**src/rtl/cp0_defs.sv**
```systemverilog
// Shared CP0 definitions: register numbers, exception codes and the
// bit positions of the SR and Cause fields.
package cp0_defs;

  localparam logic [4:0] REG_SR    = 5'd12;
  localparam logic [4:0] REG_CAUSE = 5'd13;
  localparam logic [4:0] REG_EPC   = 5'd14;
  localparam logic [4:0] REG_PRID  = 5'd15;

  localparam logic [4:0] EXC_INT  = 5'd0;
  localparam logic [4:0] EXC_ADEL = 5'd4;
  localparam logic [4:0] EXC_ADES = 5'd5;
  localparam logic [4:0] EXC_RI   = 5'd10;
  localparam logic [4:0] EXC_OV   = 5'd12;

  localparam int SR_IE_BIT     = 0;
  localparam int SR_EXL_BIT    = 1;
  localparam int SR_IM_LSB     = 10;
  localparam int SR_IM_MSB     = 15;
  localparam int CAUSE_BD_BIT  = 31;
  localparam int CAUSE_IP_LSB  = 10;
  localparam int CAUSE_IP_MSB  = 15;
  localparam int CAUSE_EXC_LSB = 2;
  localparam int CAUSE_EXC_MSB = 6;

  // SR.EXL doubles as the exception-entry state
  typedef enum logic {
    ST_NORMAL  = 1'b0,
    ST_HANDLER = 1'b1
  } exl_state_t;

  function automatic logic [31:0] epc_align(input logic [31:0] v);
    return {v[31:2], 2'b00};
  endfunction

endpackage

```
**src/rtl/cp0_req_arb.sv**
```systemverilog
// Combinational arbitration of hardware interrupts against datapath
// exceptions; interrupts win and report ExcCode Int.
module cp0_req_arb
  import cp0_defs::*;
(
  input  logic [5:0] hw_int,
  input  logic [5:0] im,
  input  logic       ie,
  input  logic       exl,
  input  logic [3:0] exc_in,
  output logic       req,
  output logic [4:0] exc_code_sel
);

  logic int_req;
  logic exc_req;

  assign int_req      = (|(hw_int & im)) & ie & ~exl;
  assign exc_req      = (exc_in != 4'd0) & ~exl;
  assign req          = int_req | exc_req;
  assign exc_code_sel = int_req ? EXC_INT : {1'b0, exc_in};

endmodule

```
**src/rtl/cp0_exc_unit.sv**
```systemverilog
// Coprocessor-0 exception/interrupt sink: holds SR/Cause/EPC, requests the
// pipeline flush/redirect on exception entry and services eret.
module cp0_exc_unit
  import cp0_defs::*;
#(
  parameter logic [31:0] HANDLER_ADDR = 32'h0000_4180,
  parameter logic [31:0] PRID_VAL     = 32'h2024_0007,
  parameter logic [5:0]  IM_RESET     = 6'h00
) (
  input  logic        clk,
  input  logic        reset,
  input  logic        we,
  input  logic [4:0]  cp0_addr,
  input  logic [31:0] cp0_wdata,
  output logic [31:0] cp0_rdata,
  input  logic [31:0] vpc,
  input  logic        bd_in,
  input  logic [3:0]  exc_in,
  input  logic [5:0]  hw_int,
  input  logic        eret,
  output logic        req,
  output logic [31:0] handler_pc,
  output logic [31:0] epc_out,
  output logic        exl
);

  exl_state_t  state_reg;
  logic [5:0]  im_reg;
  logic        ie_reg;
  logic        bd_reg;
  logic [5:0]  ip_reg;
  logic [4:0]  exc_code_reg;
  logic [31:0] epc_reg;

  logic        arb_req;
  logic [4:0]  exc_code_sel;
  logic        wr_sr;
  logic        wr_epc;

  assign exl = (state_reg == ST_HANDLER);

  cp0_req_arb u_arb (
    .hw_int       (hw_int),
    .im           (im_reg),
    .ie           (ie_reg),
    .exl          (exl),
    .exc_in       (exc_in),
    .req          (arb_req),
    .exc_code_sel (exc_code_sel)
  );

  // Gated by reset so a pending exc_in cannot re-raise req while held in reset
  assign req        = arb_req & ~reset;
  assign handler_pc = HANDLER_ADDR;

  assign wr_sr  = we && (cp0_addr == REG_SR);
  assign wr_epc = we && (cp0_addr == REG_EPC);

  assign epc_out = wr_epc ? epc_align(cp0_wdata) : epc_reg;

  always_ff @(posedge clk or posedge reset) begin
    if (reset) begin
      state_reg    <= ST_NORMAL;
      im_reg       <= IM_RESET;
      ie_reg       <= 1'b0;
      bd_reg       <= 1'b0;
      ip_reg       <= 6'd0;
      exc_code_reg <= 5'd0;
      epc_reg      <= 32'd0;
    end else begin
      ip_reg <= hw_int;
      if (arb_req) begin
        state_reg    <= ST_HANDLER;
        bd_reg       <= bd_in;
        epc_reg      <= bd_in ? (vpc - 32'd4) : vpc;
        exc_code_reg <= exc_code_sel;
      end else begin
        if (eret)
          state_reg <= ST_NORMAL;
        // An SR write alongside eret would fight over EXL, so eret wins it;
        // an EPC write does not overlap and still lands.
        if (wr_sr && !eret) begin
          im_reg    <= cp0_wdata[SR_IM_MSB:SR_IM_LSB];
          state_reg <= exl_state_t'(cp0_wdata[SR_EXL_BIT]);
          ie_reg    <= cp0_wdata[SR_IE_BIT];
        end
        if (wr_epc)
          epc_reg <= epc_align(cp0_wdata);
      end
    end
  end

  always_comb begin
    cp0_rdata = 32'd0;
    case (cp0_addr)
      REG_SR: begin
        cp0_rdata[SR_IM_MSB:SR_IM_LSB] = im_reg;
        cp0_rdata[SR_EXL_BIT]          = exl;
        cp0_rdata[SR_IE_BIT]           = ie_reg;
      end
      REG_CAUSE: begin
        cp0_rdata[CAUSE_BD_BIT]                = bd_reg;
        cp0_rdata[CAUSE_IP_MSB:CAUSE_IP_LSB]   = ip_reg;
        cp0_rdata[CAUSE_EXC_MSB:CAUSE_EXC_LSB] = exc_code_reg;
      end
      REG_EPC:  cp0_rdata = epc_reg;
      REG_PRID: cp0_rdata = PRID_VAL;
      default:  cp0_rdata = 32'd0;
    endcase
  end

endmodule

```
**config.mk**
```make
export PLATFORM = sky130hd
export DESIGN_NAME = cp0_exc_unit
export DESIGN_NICKNAME = d
export VERILOG_FILES = /design/src/rtl/cp0_defs.sv /design/src/rtl/cp0_req_arb.sv /design/src/rtl/cp0_exc_unit.sv
export SDC_FILE = /design/constraint.sdc
export NUM_CORES = 1
export LEC_CHECK = 0
export CAP_MARGIN = 20
export CORE_AREA = 2 2 101 103
export CTS_BUF_LIST = sky130_fd_sc_hd__clkbuf_8
export CTS_CLUSTER_SIZE = 10
export DETAILED_ROUTE_END_ITERATION = 12
export DIE_AREA = 0 0 103 105
export PLACE_DENSITY = 0.8
export SYNTH_ARGS = -nofsm -noshare
export SYNTH_HDL_FRONTEND = slang
export SYNTH_SLANG_ARGS = --single-unit
```
**constraint.sdc**
```tcl
create_clock -name clk -period 1.8 [get_ports clk]
set_input_delay 0.27 -clock clk [delete_from_list [all_inputs] [get_ports clk]]
set_output_delay 0.27 -clock clk [all_outputs]
set_load 0.05 [all_outputs]
```
==> flow_summary.ini <==
[logic_synthesis]
postSynthCellCount = 356
synth-edff-count = 0
synth_seq_area_share_pct = 35.6
synth_ff_type = dfrtp_1
synth_cell_types = 41
syn_area_um2 = 3590
async_flop_share_pct = 100
ys_warn_count = 0
synth-seq-cells = 51
avgSynthCellArea_um2 = 10.1

[routing]
dr_total_vias = 3551
drc_errors = 0
wirelength_mm = 13.1
ant_nets = 0
via_per_inst = 4.89
drtPass1Iterations = 7
drt-initial-drc-count = 107
wire_per_inst_um = 18.0

[outcome]
outcome = finished, violations left
violations = setup timing

[sta]
skew_ns = 0.00735
slew_viol_final = 0
hold_violations = 0
setup_tns_ns = -4.07
setup_slack_ns = -0.252
fmax_mhz = 487
rsz0062_at_grt = true
period_minus_slack_ns = 2.05
period_share_pct = 114
timing.hold.ws_ns = 0.260
setup_viol = 39

[clocking]
cts_max_level = 2
numClockSinks = 51
cts-root-buf = clkbuf_8
cts_tree = done
numCtsBuffers = 5
path_clk_slew_ns = 0.10
cts_max_path_buffers = 2
worstSkewPairLatency_ns = 0.30

[placement]
gp_congestion = 0.842
post-dp-hpwl_mm = 9.36
port_buffers = 149

[cells_and_area]
final_net_count = 677
utilization_pct = 69.4
final_cell_mix = 94 x buf_4, 64 x clkdlybuf4s50_1, 51 x dfrtp_1, 46 x buf_12, 38 x mux2_2
n_antenna_cell = 0
syn2layout_area_growth_pct = 86.5
largest_reg_flops = 32
layout_commonest_cell = buf_4
drive_above_1_share_pct = 48.1

[grt]
grtUsageTotal_pct = 23.1
met3_usage_pct = 5.62
grt_util_met1_pct = 26.0
grt_pass1_vias = 3884
grt_pass1_wl_mm = 19.5
grt_overflow = 0
antenna_found_initial = 0
grt_max_degree = 52
grt.busiest_layer = met2
use_met2_pct = 42.0

[critical_path]
cp_data_required_time_ns = 1.99
path_class = input pin to flop
startpoint_type = input pin
crit_path_end_kind = flop
arrival_ns = 2.24
path_max_fanout = 7

[pwr]
p_leak_nw = 2.98
peakVddDrop_uv = 793
power_per_cell_area_nw_per_um2 = 1190

[job]
max_cap_violations = 0

[die]
start_util_pct = 37.2
rows = 36
die_w_um = 103
fp.dieArea_um2 = 10800
ioPinCount = 182
core_um2 = 9640
die_y_um = 105

[worst_hold_path]
min_path_type = input pin to flop
## cell usage after synthesis (2+ instances only)
cell type | count | area share (%)
a21oi_1 | 10 | 1.4
a22o_1 | 7 | 1.7
a22oi_1 | 4 | 0.84
and2_1 | 16 | 2.8
buf_1 | 4 | 0.42
buf_2 | 4 | 0.56
buf_4 | 32 | 6.7
clkbuf_1 | 6 | 0.63
conb_1 | 2 | 0.21
dfrtp_1 | 51 | 36
inv_1 | 4 | 0.42
mux2_1 | 30 | 9.4
mux2_2 | 31 | 9.7
mux2_4 | 7 | 2.9
mux2i_1 | 9 | 2.5
nand2_1 | 14 | 1.5
nand2b_1 | 3 | 0.52
nand3_1 | 6 | 0.84
nand3b_1 | 2 | 0.42
nand4b_1 | 2 | 0.49
nor2_1 | 34 | 3.6
nor2b_1 | 5 | 0.87
nor3_1 | 9 | 1.3
nor4_1 | 14 | 2.4
nor4bb_1 | 2 | 0.56
o21ai_0 | 2 | 0.28
o21ai_1 | 2 | 0.28
or2_2 | 3 | 0.52
or3_1 | 2 | 0.35
xnor2_1 | 7 | 1.7
xor2_1 | 22 | 5.4
## cell families (layout without fill, tap and decap cells)
kind of cell    count (synthesis)  after routing  share of synthesized area [%]
simple gates                  117            117                           17.6
mux                            77             77                           24.6
flops                          51             51                           35.6
buf+inv                        51            258                           9.03
xor+xnor                       29             29                           7.08
compound gates                 28             28                           5.55
other cells                     2             32                          0.209
fa+ha+maj                       1              1                          0.349
## layer usage
metal / vias to the layer above / wire length, um / part of all wire [%]
li1: 1653 / - / -
met1: 1724 / 4910 / 38
met2: 148 / 6910 / 53
met3: 26 / 899 / 6.9
met4: 0 / 367 / 2.8
met5: - / 0 / 0
## per-stage QoR
stage	setup slack (ns)	instances	cell area [um2]	power [mW]
2_1_floorplan	-0.188	386	3760	4.89
3_3_place_gp	-0.546	700	6080	6.49
3_5_place_dp	-0.575	700	6080	6.61
4_1_cts	-0.232	716	6520	7.69
5_1_grt	-0.280	726	6690	8.29
6_report	-0.252	726	6690	7.96
## power breakdown
part	leakage (nW)	switching [mW]	internal (mW)
Sequential	0.609	0.302	1.61
Clock	0.0453	0.413	0.268
Combinational	2.33	2.86	2.51
Total	2.98	3.58	4.38
## repair_timing
item | in CTS | in global routing
endpoints found under the setup margin | 103 | 68
pin swaps | 14 | 11
hold buffers | 0 | 0
setup buffers | 8 | 9
gates cloned | 1 | 2
endpoints found under the hold margin | 0 | 0
resized for setup | 100 | 21
## worst paths after layout
kind / depth (start not counted) / from / slack (ns) / end
max: 8 / hw_int[5] / -0.25 / im_reg[1]
min: 1 / hw_int[2] / 0.26 / ip_reg[2]
max reg2reg: 7 / im_reg[2] / -0.23 / im_reg[1]
min reg2reg: 1 / bd_reg / 0.50 / bd_reg
max in group asynchronous: 3 / reset / 1.17 / epc_reg[16]
min in group asynchronous: 3 / reset / 0.39 / exc_code_reg[1]
## layout make-up
cell class              count  area, um2
clock buffers               5       68.8
inverters                   4       15.0
fillers                   736       2950
well taps                 133        166
repair buffers            246       2750
flip-flops and latches     51       1280
multi-input cells         284       2400
clock inverters             3       16.3
## critical path, cell delays in order
cell	delay, ns
clkdlybuf4s50_1	0.46
a22o_1	0.24
o31ai_4	0.30
buf_6	0.14
a21oi_4	0.05
or3_1	0.33
buf_6	0.16
mux2_4	0.30
No activity file was read; power rests on OpenSTA's default activity.
==> patch, RTL diff (config.mk and constraints unchanged) <==
Take the reset off `ip_reg` and load it in a clocked block of its own.
--- a/src/rtl/cp0_exc_unit.sv
+++ b/src/rtl/cp0_exc_unit.sv
@@ -66,3 +66,2 @@
       bd_reg       <= 1'b0;
-      ip_reg       <= 6'd0;
       exc_code_reg <= 5'd0;
@@ -70,3 +69,2 @@
     end else begin
-      ip_reg <= hw_int;
       if (arb_req) begin
@@ -90,2 +88,6 @@
     end
+  end
+
+  always_ff @(posedge clk) begin
+    ip_reg <= hw_int;
   end
Check against the original RTL: not equivalent (a bounded check fails within 4 cycles, from zero or initial values and one cycle with reset high).
==> patch against the original RTL <==
- the flow still finishes with violations (negative setup slack)
- sequential cell count unchanged
- power up 3.0%
- fmax grew 2.6%
- via count rose by 1.0%
- routed wire length rose by 2.1%
- critical path depth fell by 2
- area after synthesis shrank 0.84%
- clock power increased by 9.3%
- global-route usage is 0.34 points higher
- non-clock buffer count rose by 1
- final area up 2.8%
- setup slack better by 0.052 ns
- critical endpoint unchanged
- largest cell class unchanged
==> patch: results (changes against the original RTL) <==
* CP max-delay cell: sky130_fd_sc_hd__or3_4
- The critical path data arrival time came to 2.20 ns (-0.04 ns).
- Leakage: 3.11 nW (+4.3%)
* Kind of cell adding the most delay to the critical path: compound AO/OA/AOI/OAI gates
- Number of detailed-routing iterations run before antenna repair: 4 (-3)
- The share of total power consumed by net switching came to 0.444 (-0.00550).
- The final weighted congestion of routability-driven global placement is 0.854 (+1.3%).
- Largest cells by area after synthesis: sky130_fd_sc_hd__dfrtp_1 32%, sky130_fd_sc_hd__mux2_2 9.8%, sky130_fd_sc_hd__mux2_1 9.5%
* Async set or reset register ratio after synthesis: 0.882 (-0.118)
- The compound-cell area share of the yosys netlist is 0.0559 (+0.000468).
- The portion of the post-synthesis area used by sequential elements is 0.350 (-0.00544).
- The checks that failed: negative setup slack.
* Fin worst setup slack: -0.200 ns (+0.0521 ns)
- Post-placement setup slack: -0.532 ns (+0.0429 ns)
* Wire length of the first global-routing pass: 19.8 mm (+1.8%)
- Post-synth cell types: 42 (+2.4%)
- The count of nets after finishing was 678 (+0.15%).
- The peak per-stage delay on the critical path came to 0.42 ns (-0.04 ns).
* Clock network latency to the later pin of the worst-skew pair: 0.32 ns (+0.02 ns)
- Class of the tightest hold or removal check: in2async
- The sum of net half-perimeters after detailed placement is 9.22 mm (-1.5%).
* Proportion of layout cells with a drive suffix above 1: 0.493 (+0.0127)
- The final count of negative-setup-slack endpoints is 39 (unchanged).
* Worst hold slack: 0.346 ns (+0.0852 ns)
- Run status: finished, violations left
* Setup TNS Final: -3.16 ns (+0.908 ns)
- Worst Reg2Reg Path Length in Cells: 6 (-1)
* Adder-cell area share of the yosys netlist: 0.00352 (+0.0000294)
* Routed wire per std cell: 18.4 um (+2.0%)
* Parity-gate share of the synthesized area counting xor and xnor cells: 0.0714 (+0.000598)
* Starting DRT DRC Count: 134 (+25%)
- The maximum clock skew at final layout came to 0.0121 ns (+0.00471 ns).
- The number of global-route vias before repair came to 3863 (-0.54%).
- Total global-route track usage: 0.235 (+0.00339)
- The routed via count divided by cell count was 4.94 (+0.90%).
- Maximum number of pins on one net before global-route repair: 32 (-38%)
- By startpoint and endpoint, the worst setup path is classified as reg2reg.
## patch: timing repair
action,4_1_cts,5_1_grt
setup endpoints to repair,100,72
resized for setup,101,49
hold buffers,0,0
cloned,4,3
pin swaps,6,17
setup buffers,9,4
## patch: metal layers
metal,global-route usage,wire length [um],up-vias,share of wire
li1,-,-,1657,-
met1,0.284,5110,1739,0.38
met2,0.423,7090,167,0.53
met3,0.0435,869,25,0.065
met4,0.0526,290,0,0.022
met5,0,0,-,0
## patch: area by class of cell
type                       instances  area [um2]  area share
timing repair buffer             247        2900       0.421
multi-input combinational        284        2450       0.357
sequential                        51        1250       0.181
tap                              133         166      0.0242
clock buffer                       5        68.8      0.0100
clock inverter                     3        26.3     0.00382
inverter                           4        15.0     0.00218
## patch: through the flow
step                power, mW  instances
floorplan                4.88        386
global placement         6.50        704
detailed placement       6.59        704
CTS                      7.79        725
global route             8.52        727
finish                   8.20        727
